<file path="config.mk">
export PLATFORM = sky130hd
export DESIGN_NAME = lsu_mem_stage
export DESIGN_NICKNAME = d
export VERILOG_FILES = /design/src/rtl/lsu_pkg.sv /design/src/rtl/lsu_lane_align.sv /design/src/rtl/lsu_mem_stage.sv
export SDC_FILE = /design/constraint.sdc
export NUM_CORES = 1
export LEC_CHECK = 0
export BUFFER_PORTS_ARGS = -buffer_cell sky130_fd_sc_hd__buf_4
export CAP_MARGIN = 20
export CORE_ASPECT_RATIO = 2
export CORE_MARGIN = 2
export CORE_UTILIZATION = 47
export CTS_BUF_LIST = sky130_fd_sc_hd__clkbuf_4 sky130_fd_sc_hd__clkbuf_8
export DETAILED_ROUTE_END_ITERATION = 8
export PLACE_DENSITY_LB_ADDON = 0.25
export SKIP_CTS_REPAIR_TIMING = 1
export SYNTH_ARGS = -nofsm -noshare
export SYNTH_HDL_FRONTEND = slang
export SYNTH_SLANG_ARGS = --single-unit
</file>
<file path="constraint.sdc">
create_clock -name clk -period 1.65 [get_ports clk]
set_input_delay 0.33 -clock clk [delete_from_list [all_inputs] [get_ports clk]]
set_output_delay 0.33 -clock clk [all_outputs]
set_load 0.005 [all_outputs]
</file>
<file path="src/rtl/lsu_pkg.sv">
// Shared encodings, FSM states and the alignment check for the load/store unit.
// Sizes are byte/half/word; the fourth encoding is illegal and rejected at accept.
package lsu_pkg;

  localparam logic [1:0] SZ_BYTE = 2'b00;
  localparam logic [1:0] SZ_HALF = 2'b01;
  localparam logic [1:0] SZ_WORD = 2'b10;
  localparam logic [1:0] SZ_ILL  = 2'b11;

  typedef enum logic [2:0] {
    IDLE,
    LOAD,
    RMW_RD,
    WRITE,
    RESP
  } state_t;

  function automatic logic misaligned(input logic [1:0] size, input logic [1:0] off);
    case (size)
      SZ_HALF: return off[0];
      SZ_WORD: return off != 2'b00;
      default: return 1'b0;
    endcase
  endfunction

endpackage

</file>
<file path="src/rtl/lsu_lane_align.sv">
// Little-endian lane logic: load extraction with sign/zero extension, and store merge.
// Purely combinational; the caller registers both results.
module lsu_lane_align
  import lsu_pkg::*;
(
  input  logic [31:0] i_word,
  input  logic [1:0]  i_off,
  input  logic [1:0]  i_size,
  input  logic        i_signed,
  input  logic [31:0] i_wdata,
  output logic [31:0] o_load,
  output logic [31:0] o_merge
);

  function automatic logic [31:0] load_extend(input logic [31:0] word, input logic [1:0] off,
                                              input logic [1:0] size, input logic sgn);
    logic [31:0] sh;
    sh = word >> {off, 3'b000};
    case (size)
      SZ_BYTE: return {{24{sgn & sh[7]}}, sh[7:0]};
      SZ_HALF: return {{16{sgn & sh[15]}}, sh[15:0]};
      default: return word;
    endcase
  endfunction

  function automatic logic [31:0] store_merge(input logic [31:0] old, input logic [31:0] wdata,
                                              input logic [1:0] off, input logic [1:0] size);
    logic [31:0] m;
    m = old;
    case (size)
      SZ_BYTE: begin
        case (off)
          2'd0:    m[7:0]   = wdata[7:0];
          2'd1:    m[15:8]  = wdata[7:0];
          2'd2:    m[23:16] = wdata[7:0];
          default: m[31:24] = wdata[7:0];
        endcase
      end
      SZ_HALF: begin
        if (off[1]) m[31:16] = wdata[15:0];
        else        m[15:0]  = wdata[15:0];
      end
      default: m = wdata;
    endcase
    return m;
  endfunction

  assign o_load  = load_extend(i_word, i_off, i_size, i_signed);
  assign o_merge = store_merge(i_word, i_wdata, i_off, i_size);

endmodule

</file>
<file path="src/rtl/lsu_mem_stage.sv">
// Load/store unit FSM: one request at a time, sub-word stores via read-modify-write.
// Memory port is decoded from registered state only; response held until resp_ready.
module lsu_mem_stage
  import lsu_pkg::*;
#(
  parameter int MEM_WORDS = 64
) (
  input  logic        clk,
  input  logic        reset_n,
  input  logic        req_valid,
  output logic        req_ready,
  input  logic        req_we,
  input  logic [1:0]  req_size,
  input  logic        req_signed,
  input  logic [31:0] req_addr,
  input  logic [31:0] req_wdata,
  output logic        resp_valid,
  input  logic        resp_ready,
  output logic [31:0] resp_rdata,
  output logic        resp_err,
  output logic        dmem_we,
  output logic [31:0] dmem_a,
  output logic [31:0] dmem_wd,
  input  logic [31:0] dmem_rd
);

  state_t      r_state;
  logic        r_we;
  logic [1:0]  r_size;
  logic        r_signed;
  logic [31:0] r_addr;
  logic [31:0] r_wdata;
  logic        r_req_ready;
  logic        r_resp_valid;
  logic        r_resp_err;
  logic [31:0] r_resp_rdata;

  logic        w_err;
  logic [31:0] w_load;
  logic [31:0] w_merge;

  assign w_err = (req_size == SZ_ILL) || misaligned(req_size, req_addr[1:0]) ||
                 (req_addr[31:2] >= 30'(MEM_WORDS));

  lsu_lane_align u_lane (
    .i_word   (dmem_rd),
    .i_off    (r_addr[1:0]),
    .i_size   (r_size),
    .i_signed (r_signed),
    .i_wdata  (r_wdata),
    .o_load   (w_load),
    .o_merge  (w_merge)
  );

  // r_wdata doubles as the write word once RMW_RD has merged into it.
  always_ff @(posedge clk or negedge reset_n) begin
    if (!reset_n) begin
      r_state      <= IDLE;
      r_we         <= 1'b0;
      r_size       <= 2'b00;
      r_signed     <= 1'b0;
      r_addr       <= 32'd0;
      r_wdata      <= 32'd0;
      r_req_ready  <= 1'b1;
      r_resp_valid <= 1'b0;
      r_resp_err   <= 1'b0;
      r_resp_rdata <= 32'd0;
    end else begin
      case (r_state)
        IDLE: begin
          if (req_valid) begin
            r_we        <= req_we;
            r_size      <= req_size;
            r_signed    <= req_signed;
            r_addr      <= req_addr;
            r_wdata     <= req_wdata;
            r_req_ready <= 1'b0;
            if (w_err) begin
              r_resp_valid <= 1'b1;
              r_resp_err   <= 1'b1;
              r_resp_rdata <= 32'd0;
              r_state      <= RESP;
            end else if (!req_we) begin
              r_state <= LOAD;
            end else if (req_size == SZ_WORD) begin
              r_state <= WRITE;
            end else begin
              r_state <= RMW_RD;
            end
          end
        end
        LOAD: begin
          r_resp_rdata <= r_we ? 32'd0 : w_load;
          r_resp_err   <= 1'b0;
          r_resp_valid <= 1'b1;
          r_state      <= RESP;
        end
        RMW_RD: begin
          r_wdata <= w_merge;
          r_state <= WRITE;
        end
        WRITE: begin
          r_resp_rdata <= 32'd0;
          r_resp_err   <= 1'b0;
          r_resp_valid <= 1'b1;
          r_state      <= RESP;
        end
        RESP: begin
          if (resp_ready) begin
            r_resp_valid <= 1'b0;
            r_resp_err   <= 1'b0;
            r_resp_rdata <= 32'd0;
            r_req_ready  <= 1'b1;
            r_state      <= IDLE;
          end
        end
        default: r_state <= IDLE;
      endcase
    end
  end

  assign req_ready  = r_req_ready;
  assign resp_valid = r_resp_valid;
  assign resp_err   = r_resp_err;
  assign resp_rdata = r_resp_rdata;
  assign dmem_we    = (r_state == WRITE);
  assign dmem_a     = {r_addr[31:2], 2'b00};
  assign dmem_wd    = (r_state == WRITE) ? r_wdata : 32'd0;

endmodule

</file>
# After elaboration in Yosys (flattened, before gate mapping)

Index checks and enable logic that the tools add are counted.

Register bits: 106
Bits in latches: 0
Bits in writable memories: 0
ROM bits: 0
Input bits: 104
Output and inout port bits: 100
Memories kept: 0

$add $sub $neg: 0
$mul: 0
Divide/modulo/power cells: 0
$lt $le $gt $ge: 1
Equal/unequal tests: 16
Shifts and indexed selects: 1
Multiplexer cells: 31
Bitwise logic cells: 2
Reduce and logical (&&, ||, !) cells: 20

Operators with widths:

| cell                                                                    | number |
|---|---|
| 32-bit 2-to-1 mux                                                       | 6 |
| 32-bit one-hot mux with 2 select lines                                  | 3 |
| 32-bit one-hot mux with 4 select lines                                  | 1 |
| 16-bit 2-to-1 mux                                                       | 2 |
| 8-bit 2-to-1 mux                                                        | 4 |
| 32-bit by 5-bit right shift with 16-bit output                          | 1 |
| 30-bit by 7-bit >= comparator with 1-bit output (second input constant) | 1 |
| 3-bit one-hot mux with 4 select lines                                   | 1 |
| 4-bit AND reduction                                                     | 3 |
| 3-bit 2-to-1 mux                                                        | 3 |
| 2-bit by 1-bit equality test with 1-bit output (second input constant)  | 3 |
| 2-bit equality test (second input constant)                             | 3 |
| 3-bit by 2-bit equality test with 1-bit output (second input constant)  | 2 |
| 1-bit 2-to-1 mux                                                        | 6 |
| 2-bit != test (second input constant)                                   | 3 |
| 3-bit != test (second input constant)                                   | 2 |
| 1-bit one-hot mux with 3 select lines                                   | 2 |
| 3-bit AND reduction                                                     | 2 |
| 2-bit nonzero test                                                      | 3 |
| 5-bit AND reduction                                                     | 1 |
| 2-bit logical NOT                                                       | 2 |
| 1-bit one-hot mux with 2 select lines                                   | 2 |
| 2-bit AND reduction                                                     | 2 |
| 4-bit nonzero test                                                      | 1 |
| 10 further kinds                                                        | 12 |

# Depth between registers and ports, before layout

Gate-level depths: netlist (run 1).

Depth in word-level cells: 7
Depth in mapped cells: 9
Depth with buffers taken out: 7

# Modules after synthesis

A second synthesis (run 1) with hierarchy kept.

Cell total of the unflattened synthesis: 783
Area total of the unflattened synthesis: 6712.7 um2

Modules (own cells, without submodules):

| module         | instances | cells an instance | area an instance (um2) | sequential area each (um2) |
|---|---|---|---|---|
| lsu_mem_stage  | 1         | 556               | 5180.0                 | 2653.8 |
| lsu_lane_align | 1         | 227               | 1532.7                 | 0.0 |

# Least setup slack after synthesis (run 1)

Ideal clock, no wire load.

Kind: register to output
Start point: register r_state[2]
End point: output dmem_wd[22]
Data arrival time: 1476 ps
Required time: 1320 ps
Setup slack: -156 ps
Stages on the path, launching flop included: 7
Path through: dfrtp_1 > buf_2 > nand2b_1 > clkbuf_1 > nor2_1 > clkbuf_1 > and2_1

Longest elaborated chain between the ends: 2

RTL lines:

| what                                           | line                 | source |
|---|---|---|
| from (decl)                                    | lsu_mem_stage.sv:27  | `state_t r_state;` |
| from (signal assigned)                         | lsu_mem_stage.sv:58  | `r_state <= IDLE;` |
| from (signal assigned)                         | lsu_mem_stage.sv:82  | `r_state <= RESP;` |
| from (signal assigned)                         | lsu_mem_stage.sv:84  | `r_state <= LOAD;` |
| 3-bit by 2-bit equality test with 1-bit output | -                    |  |
| net dmem_we                                    | lsu_mem_stage.sv:21  | `output logic dmem_we,` |
| 32-bit 2-to-1 mux                              | lsu_mem_stage.sv:128 | `assign dmem_wd = (r_state == WRITE) ? r_wdata : 32'd0;` |
| to (decl)                                      | lsu_mem_stage.sv:23  | `output logic [31:0] dmem_wd,` |

The timed path passes the listed nets, and every way through them passes these cells.

# Worst setup path after layout (run 1)

Start point: register r_state[2]
End point: output dmem_wd[29]

Longest elaborated chain between the ends: 2

RTL lines:

| what                                           | line |
|---|---|
| 3-bit by 2-bit equality test with 1-bit output | lsu_mem_stage.sv:128 |
| 32-bit 2-to-1 mux                              | lsu_mem_stage.sv:128 |

Every way passes these cells.

==> flow_metrics.py, run 1 <==
metrics = {
    "power_and_ir_drop": {
        "ir_drop_v": 0.000633,
        "p_leak_nw": 4.62,
        "power_density_nw_per_um2": 852,
    },
    "floorplan": {
        "io_pins": 204,
        "placementRows": 57,
        "dieArea_um2": 13400,
        "fp.coreArea_um2": 12100,
        "die_w_um": 82.7,
        "die_height_um": 161,
        "initial_core_util_pct": 48.1,
    },
    "finish": {
        "utilization_pct": 74.0,
        "insertedDiodeCount": 0,
        "fin_area_um2": 8970,
        "stdcell_count": 1051,
        "layout-drive-gt1-share_pct": 45.1,
        "nNetsFinal": 1006,
        "final_common_cell": "buf_4",
        "area_delta_synth_final_pct": 53.9,
        "most-common-layout-cells": "buf_4, nand2_1, dfrtp_1",
    },
    "place": {
        "placed_cell_area_um2": 7850,
        "io_buffers": 201,
        "dp.cells": 1010,
        "dp_hpwl_mm": 15.2,
        "gp_congestion": 0.949,
    },
    "worst_setup_path": {
        "cp.required_ns": 1.32,
        "start_kind": "flop",
        "end_kind": "output pin",
        "path_max_fanout": 25,
        "critical_path_class": "reg2out",
        "worstPathArrival_ns": 1.60,
    },
    "drt": {
        "routedWlPerCell_um": 20.6,
        "vias_per_cell": 5.72,
        "first_pass_iters": 5,
        "via_count": 6011,
        "drc": 0,
        "drtAntennaViolNets": 0,
        "drtIter0Drc": 453,
        "wirelength_mm": 21.6,
    },
    "synthesis": {
        "netlist_instances": 659,
        "syn_area_per_cell_um2": 8.84,
        "synth-edff-count": 0,
        "yosysSeqAreaShare_pct": 45.5,
        "yosysTopAreaCell": "dfrtp_1",
        "synth.distinct_cells": 53,
        "synth_area_leaders": "dfrtp_1, nand2_1, nor2_1",
        "synth_top_area_share_pct": 45.1,
        "yosys_register_bits": 106,
        "ys_warn_count": 0,
        "async_reset_ff_share_pct": 100,
        "syn_area_um2": 5830,
        "synth_flop_cell": "dfrtp_1",
    },
    "flow_run": {
        "max-cap-violations": 0,
    },
    "sta": {
        "hold_ws_ns": -0.0540,
        "grt_setup_unrepaired": "true",
        "slew_headroom_pct": 58.3,
        "fin_setup_tns_ns": -19.66,
        "setup_viol": 128,
        "skew_ns": 0.0156,
        "min_period_ns": 1.93,
        "slew_violations": 0,
        "worstMarginPinSlew_ns": 0.625,
        "period_share_pct": 117,
        "max_freq_mhz": 517,
        "worst_slack_ns": -0.283,
        "finalHoldViolations": 9,
    },
    "clock_tree": {
        "cts.sinks": 106,
        "root_buffer": "clkbuf_8",
        "numCtsBuffers": 9,
        "clk_path_buf_depth": 2,
        "clkSlewWorstSetupHoldPaths_ns": 0.11,
        "clk_latency_ns": 0.39,
        "cts_max_level": 3,
        "cts_tree": "built",
    },
    "global_routing": {
        "grt_max_degree": 107,
        "grt_use_total_pct": 29.6,
        "grt_pass1_vias": 5784,
        "antenna_found_initial": 0,
        "grt_pass1_wl_mm": 29.6,
        "overflow": 0,
    },
    "min_path": {
        "hold_path.class": "in2async",
    },
    "status": {
        "status": "finished, violations left",
        "violations": "negative hold slack, negative setup slack",
    },
}
-- critical path, cell delays in order (launching register included) --
cell and delay, ns:
dfrtp_1 0.41, nand2b_4 0.15, buf_6 0.13, nor2_4 0.11
buf_12 0.16, and2_1 0.14, buf_4 0.11
-- path summary, 6_finish.rpt --
kind | from | endpoint | slack (ns) | cells past startpoint
max | r_state[2] | dmem_wd[29] | -0.28 | 6
min | reset_n | r_wdata[10] | -0.05 | 2
max reg2reg | r_state[2] | r_wdata[15] | -0.28 | 8
min reg2reg | r_wdata[19] | r_wdata[19] | 0.48 | 1
max in group asynchronous | reset_n | r_wdata[15] | 1.17 | 2
min in group clk | req_addr[4] | r_addr[4] | 0.12 | 3
-- routing by layer --
layer	GRT usage [%]	share of wire [%]	vias up
met5	0	0	-
met4	15.4	8.2	0
met3	5.42	7.2	111
met2	52.9	52	293
met1	31.8	32	2869
li1	-	-	2738
-- per-stage QoR --
stage / total power [mW] / setup WS (ns)
6_report: 7.64 / -0.283
3_5_place_dp: 5.54 / -0.417
2_1_floorplan: 4.50 / -0.0773
3_3_place_gp: 5.47 / -0.355
5_1_grt: 8.00 / -0.342
4_1_cts: 7.09 / -0.434
-- final cells by class --
class / count / area, µm²
sequential: 106 / 2660
clock buffer: 10 / 131
timing repair buffer: 304 / 2630
fill: 871 / 3160
multi-input combinational: 461 / 3230
clock inverter: 6 / 51.3
tap: 147 / 184
inverter: 17 / 76.3
-- Yosys cell counts, drive strengths merged (2+ instances only) --
| cell type | number |
|---|---|
| nor4 | 5 |
| and2 | 24 |
| nor2 | 72 |
| clkbuf | 24 |
| or3 | 2 |
| mux2i | 26 |
| ha | 3 |
| buf | 52 |
| nand3 | 5 |
| o31ai | 8 |
| a211o | 6 |
| nand2b | 6 |
| a31oi | 12 |
| a221o | 17 |
| nand2 | 140 |
| a221oi | 8 |
| dfrtp | 105 |
| o21ai | 25 |
| a21o | 26 |
| nor3 | 11 |
| a32oi | 5 |
| a211oi | 16 |
| o2bb2ai | 2 |
| nor2b | 2 |
| a21oi | 17 |
| inv | 16 |
| a2111oi | 9 |
-- report_power, final --
group / leakage (nW) / switching, mW / internal (mW)
Combinational: 3.18 / 1.46 / 1.36
Clock: 0.0962 / 0.996 / 0.589
Sequential: 1.34 / 0.277 / 2.96
Total: 4.62 / 2.73 / 4.91
-- flip-flops by register name, summed over array words and instances, names as in the netlist --
register,cells
r_state,3
r_we,1
r_size,2
r_wdata,32
resp_valid,1
resp_rdata,32
req_ready,1
r_signed,1
r_addr,32
resp_err,1
-- logic make-up (layout without fill, tap and decap cells) --
family                   after synthesis  after routing  synth area share (%)
flip-flops                           106            106                  45.5
adder cells (fa/ha/maj)                3              3                 0.644
other                                  1              2                0.0643
AO/OA/AOI/OAI                        155            155                  19.9
buffers and inverters                 93            337                  8.52
multiplexers                          27             27                  4.85
AND/OR/NAND/NOR                      274            274                  20.5
(Power assumes the default switching activity.)
==> run 2: changes to the inputs <==
--- a/config.mk
+++ b/config.mk
@@ -8,12 +8,13 @@
 export BUFFER_PORTS_ARGS = -buffer_cell sky130_fd_sc_hd__buf_4
 export CAP_MARGIN = 20
 export CORE_ASPECT_RATIO = 2
-export CORE_MARGIN = 2
-export CORE_UTILIZATION = 47
+export CORE_MARGIN = 10
+export CORE_UTILIZATION = 56
 export CTS_BUF_LIST = sky130_fd_sc_hd__clkbuf_4 sky130_fd_sc_hd__clkbuf_8
 export DETAILED_ROUTE_END_ITERATION = 8
 export PLACE_DENSITY_LB_ADDON = 0.25
 export SKIP_CTS_REPAIR_TIMING = 1
+export SKIP_LAST_GASP = 1
 export SYNTH_ARGS = -nofsm -noshare
 export SYNTH_HDL_FRONTEND = slang
 export SYNTH_SLANG_ARGS = --single-unit
==> constraint.sdc (replaced) <==
create_clock -name clk -period 2.5 [get_ports clk]
set_input_delay 0.5 -clock clk [delete_from_list [all_inputs] [get_ports clk]]
set_output_delay 0.5 -clock clk [all_outputs]
set_load 0.005 [all_outputs]
==> flow_metrics.py, run 2 (synthesized netlist as in run 1, its figures left out) <==
metrics = {
    "finish": {
        "fin_area_um2": 7490,
        "utilization_pct": 73.8,
        "final_common_cell": "buf_4",
        "insertedDiodeCount": 0,
        "fillers": 821,
        "layout-drive-gt1-share_pct": 31.1,
        "most-common-layout-cells": "buf_4, nand2_1, dfrtp_1",
        "area_delta_synth_final_pct": 28.4,
        "nNetsFinal": 926,
    },
    "floorplan": {
        "placementRows": 52,
        "die_w_um": 92.1,
        "die_height_um": 164,
        "fp.coreArea_um2": 10100,
        "initial_core_util_pct": 57.4,
        "io_pins": 204,
        "dieArea_um2": 15100,
    },
    "worst_setup_path": {
        "worstPathArrival_ns": 1.84,
        "critical_path_class": "reg2out",
        "cp_slowest_cell": "dfrtp_2",
        "end_kind": "output pin",
        "reg2regPathDepth": 4,
        "cp.required_ns": 2.00,
        "crit_chain": "nand2b_1 -> buf_4 -> nor2_1 -> buf_4 -> and2_1 -> buf_4",
        "path_max_fanout": 25,
        "crit_top_cell": "buf_4",
        "start_kind": "flop",
        "max_stage_delay_ns": 0.48,
    },
    "power_and_ir_drop": {
        "power_density_nw_per_um2": 594,
        "p_leak_nw": 4.02,
        "finalPower_mw": 4.45,
        "ir_drop_v": 0.000385,
    },
    "clock_tree": {
        "clk_latency_ns": 0.40,
        "cts.sinks": 106,
        "cts_max_level": 3,
        "clkSlewWorstSetupHoldPaths_ns": 0.11,
        "clk_path_buf_depth": 2,
        "root_buffer": "clkbuf_8",
        "numCtsBuffers": 9,
        "cts_tree": "built",
    },
    "status": {
        "status": "finished, final reports clean",
    },
    "global_routing": {
        "grt_max_degree": 107,
        "grt_pass1_vias": 5840,
        "grt_use_total_pct": 26.3,
        "grt_pass1_wl_mm": 31.4,
        "antenna_found_initial": 0,
        "overflow": 0,
    },
    "place": {
        "dp_hpwl_mm": 15.9,
        "pre_cts_slack_ns": 0.200,
        "io_buffers": 201,
        "gp_congestion": 0.950,
        "placed_cell_area_um2": 7290,
    },
    "sta": {
        "grt_setup_unrepaired": "false",
        "finalHoldViolations": 0,
        "worstMarginPinSlew_ns": 1.09,
        "fin_setup_tns_ns": 0,
        "worst_slack_ns": 0.159,
        "period_share_pct": 93.6,
        "min_period_ns": 2.34,
        "slew_violations": 0,
        "max_freq_mhz": 427,
        "setup_viol": 0,
        "slew_headroom_pct": 27.0,
        "skew_ns": 0.0172,
    },
    "drt": {
        "drc": 0,
        "drtIter0Drc": 519,
        "routedWlPerCell_um": 20.9,
        "drtAntennaViolNets": 0,
        "first_pass_iters": 5,
        "vias_per_cell": 5.83,
        "via_count": 5594,
        "wirelength_mm": 20.0,
    },
    "flow_run": {
        "max-cap-violations": 0,
    },
    "min_path": {
        "hold_path.class": "in2async",
    },
}
run 2: path summary, 6_finish.rpt:
kind / start / to / slack (ns)
max: r_state[0] / dmem_wd[29] / 0.16
min: reset_n / r_wdata[17] / 0.12
max reg2reg: r_size[1] / resp_rdata[29] / 0.23
min reg2reg: r_wdata[23] / r_wdata[23] / 0.48
max in group asynchronous: reset_n / r_addr[1] / 1.87
min in group clk: req_addr[7] / r_addr[7] / 0.28
run 2: through the flow:
step                      hold WS (ns)  std cells
after CTS                        0.178        959
after floorplan                  0.204        660
after global placement           0.450        943
after global routing             0.186        959
after detailed placement         0.458        943
final                            0.123        959
run 2: layout make-up:
type	instances	area [µm²]	area share, %
multi-input cells	461	2700	36.1
well taps	135	169	2.26
inverters	17	67.6	0.903
clock buffers	10	138	1.84
flip-flops and latches	106	2660	35.5
repair buffers	224	1710	22.8
clock inverters	6	48.8	0.652
run 2: power breakdown:
| group | switching [mW] | internal (mW) | leakage, nW |
|---|---|---|---|
| logic | 0.700 | 0.576 | 2.59 |
| registers | 0.196 | 1.95 | 1.35 |
| clock network | 0.626 | 0.400 | 0.0908 |
run 2: per-layer routing:
layer	GRT usage [%]	vias to the layer above	part of all wire, %
li1	-	2572	-
met1	27.3	2645	35
met2	46.0	311	51
met3	8.00	66	8.7
met4	14.4	0	5.1
met5	0	-	0
run 2: worst max-delay path: cells and delay by family, from the launching register on:
family,cells,cell delay (ns)
buffers and inverters,3,0.55
flip-flops,1,0.48
AND/OR/NAND/NOR,3,0.41
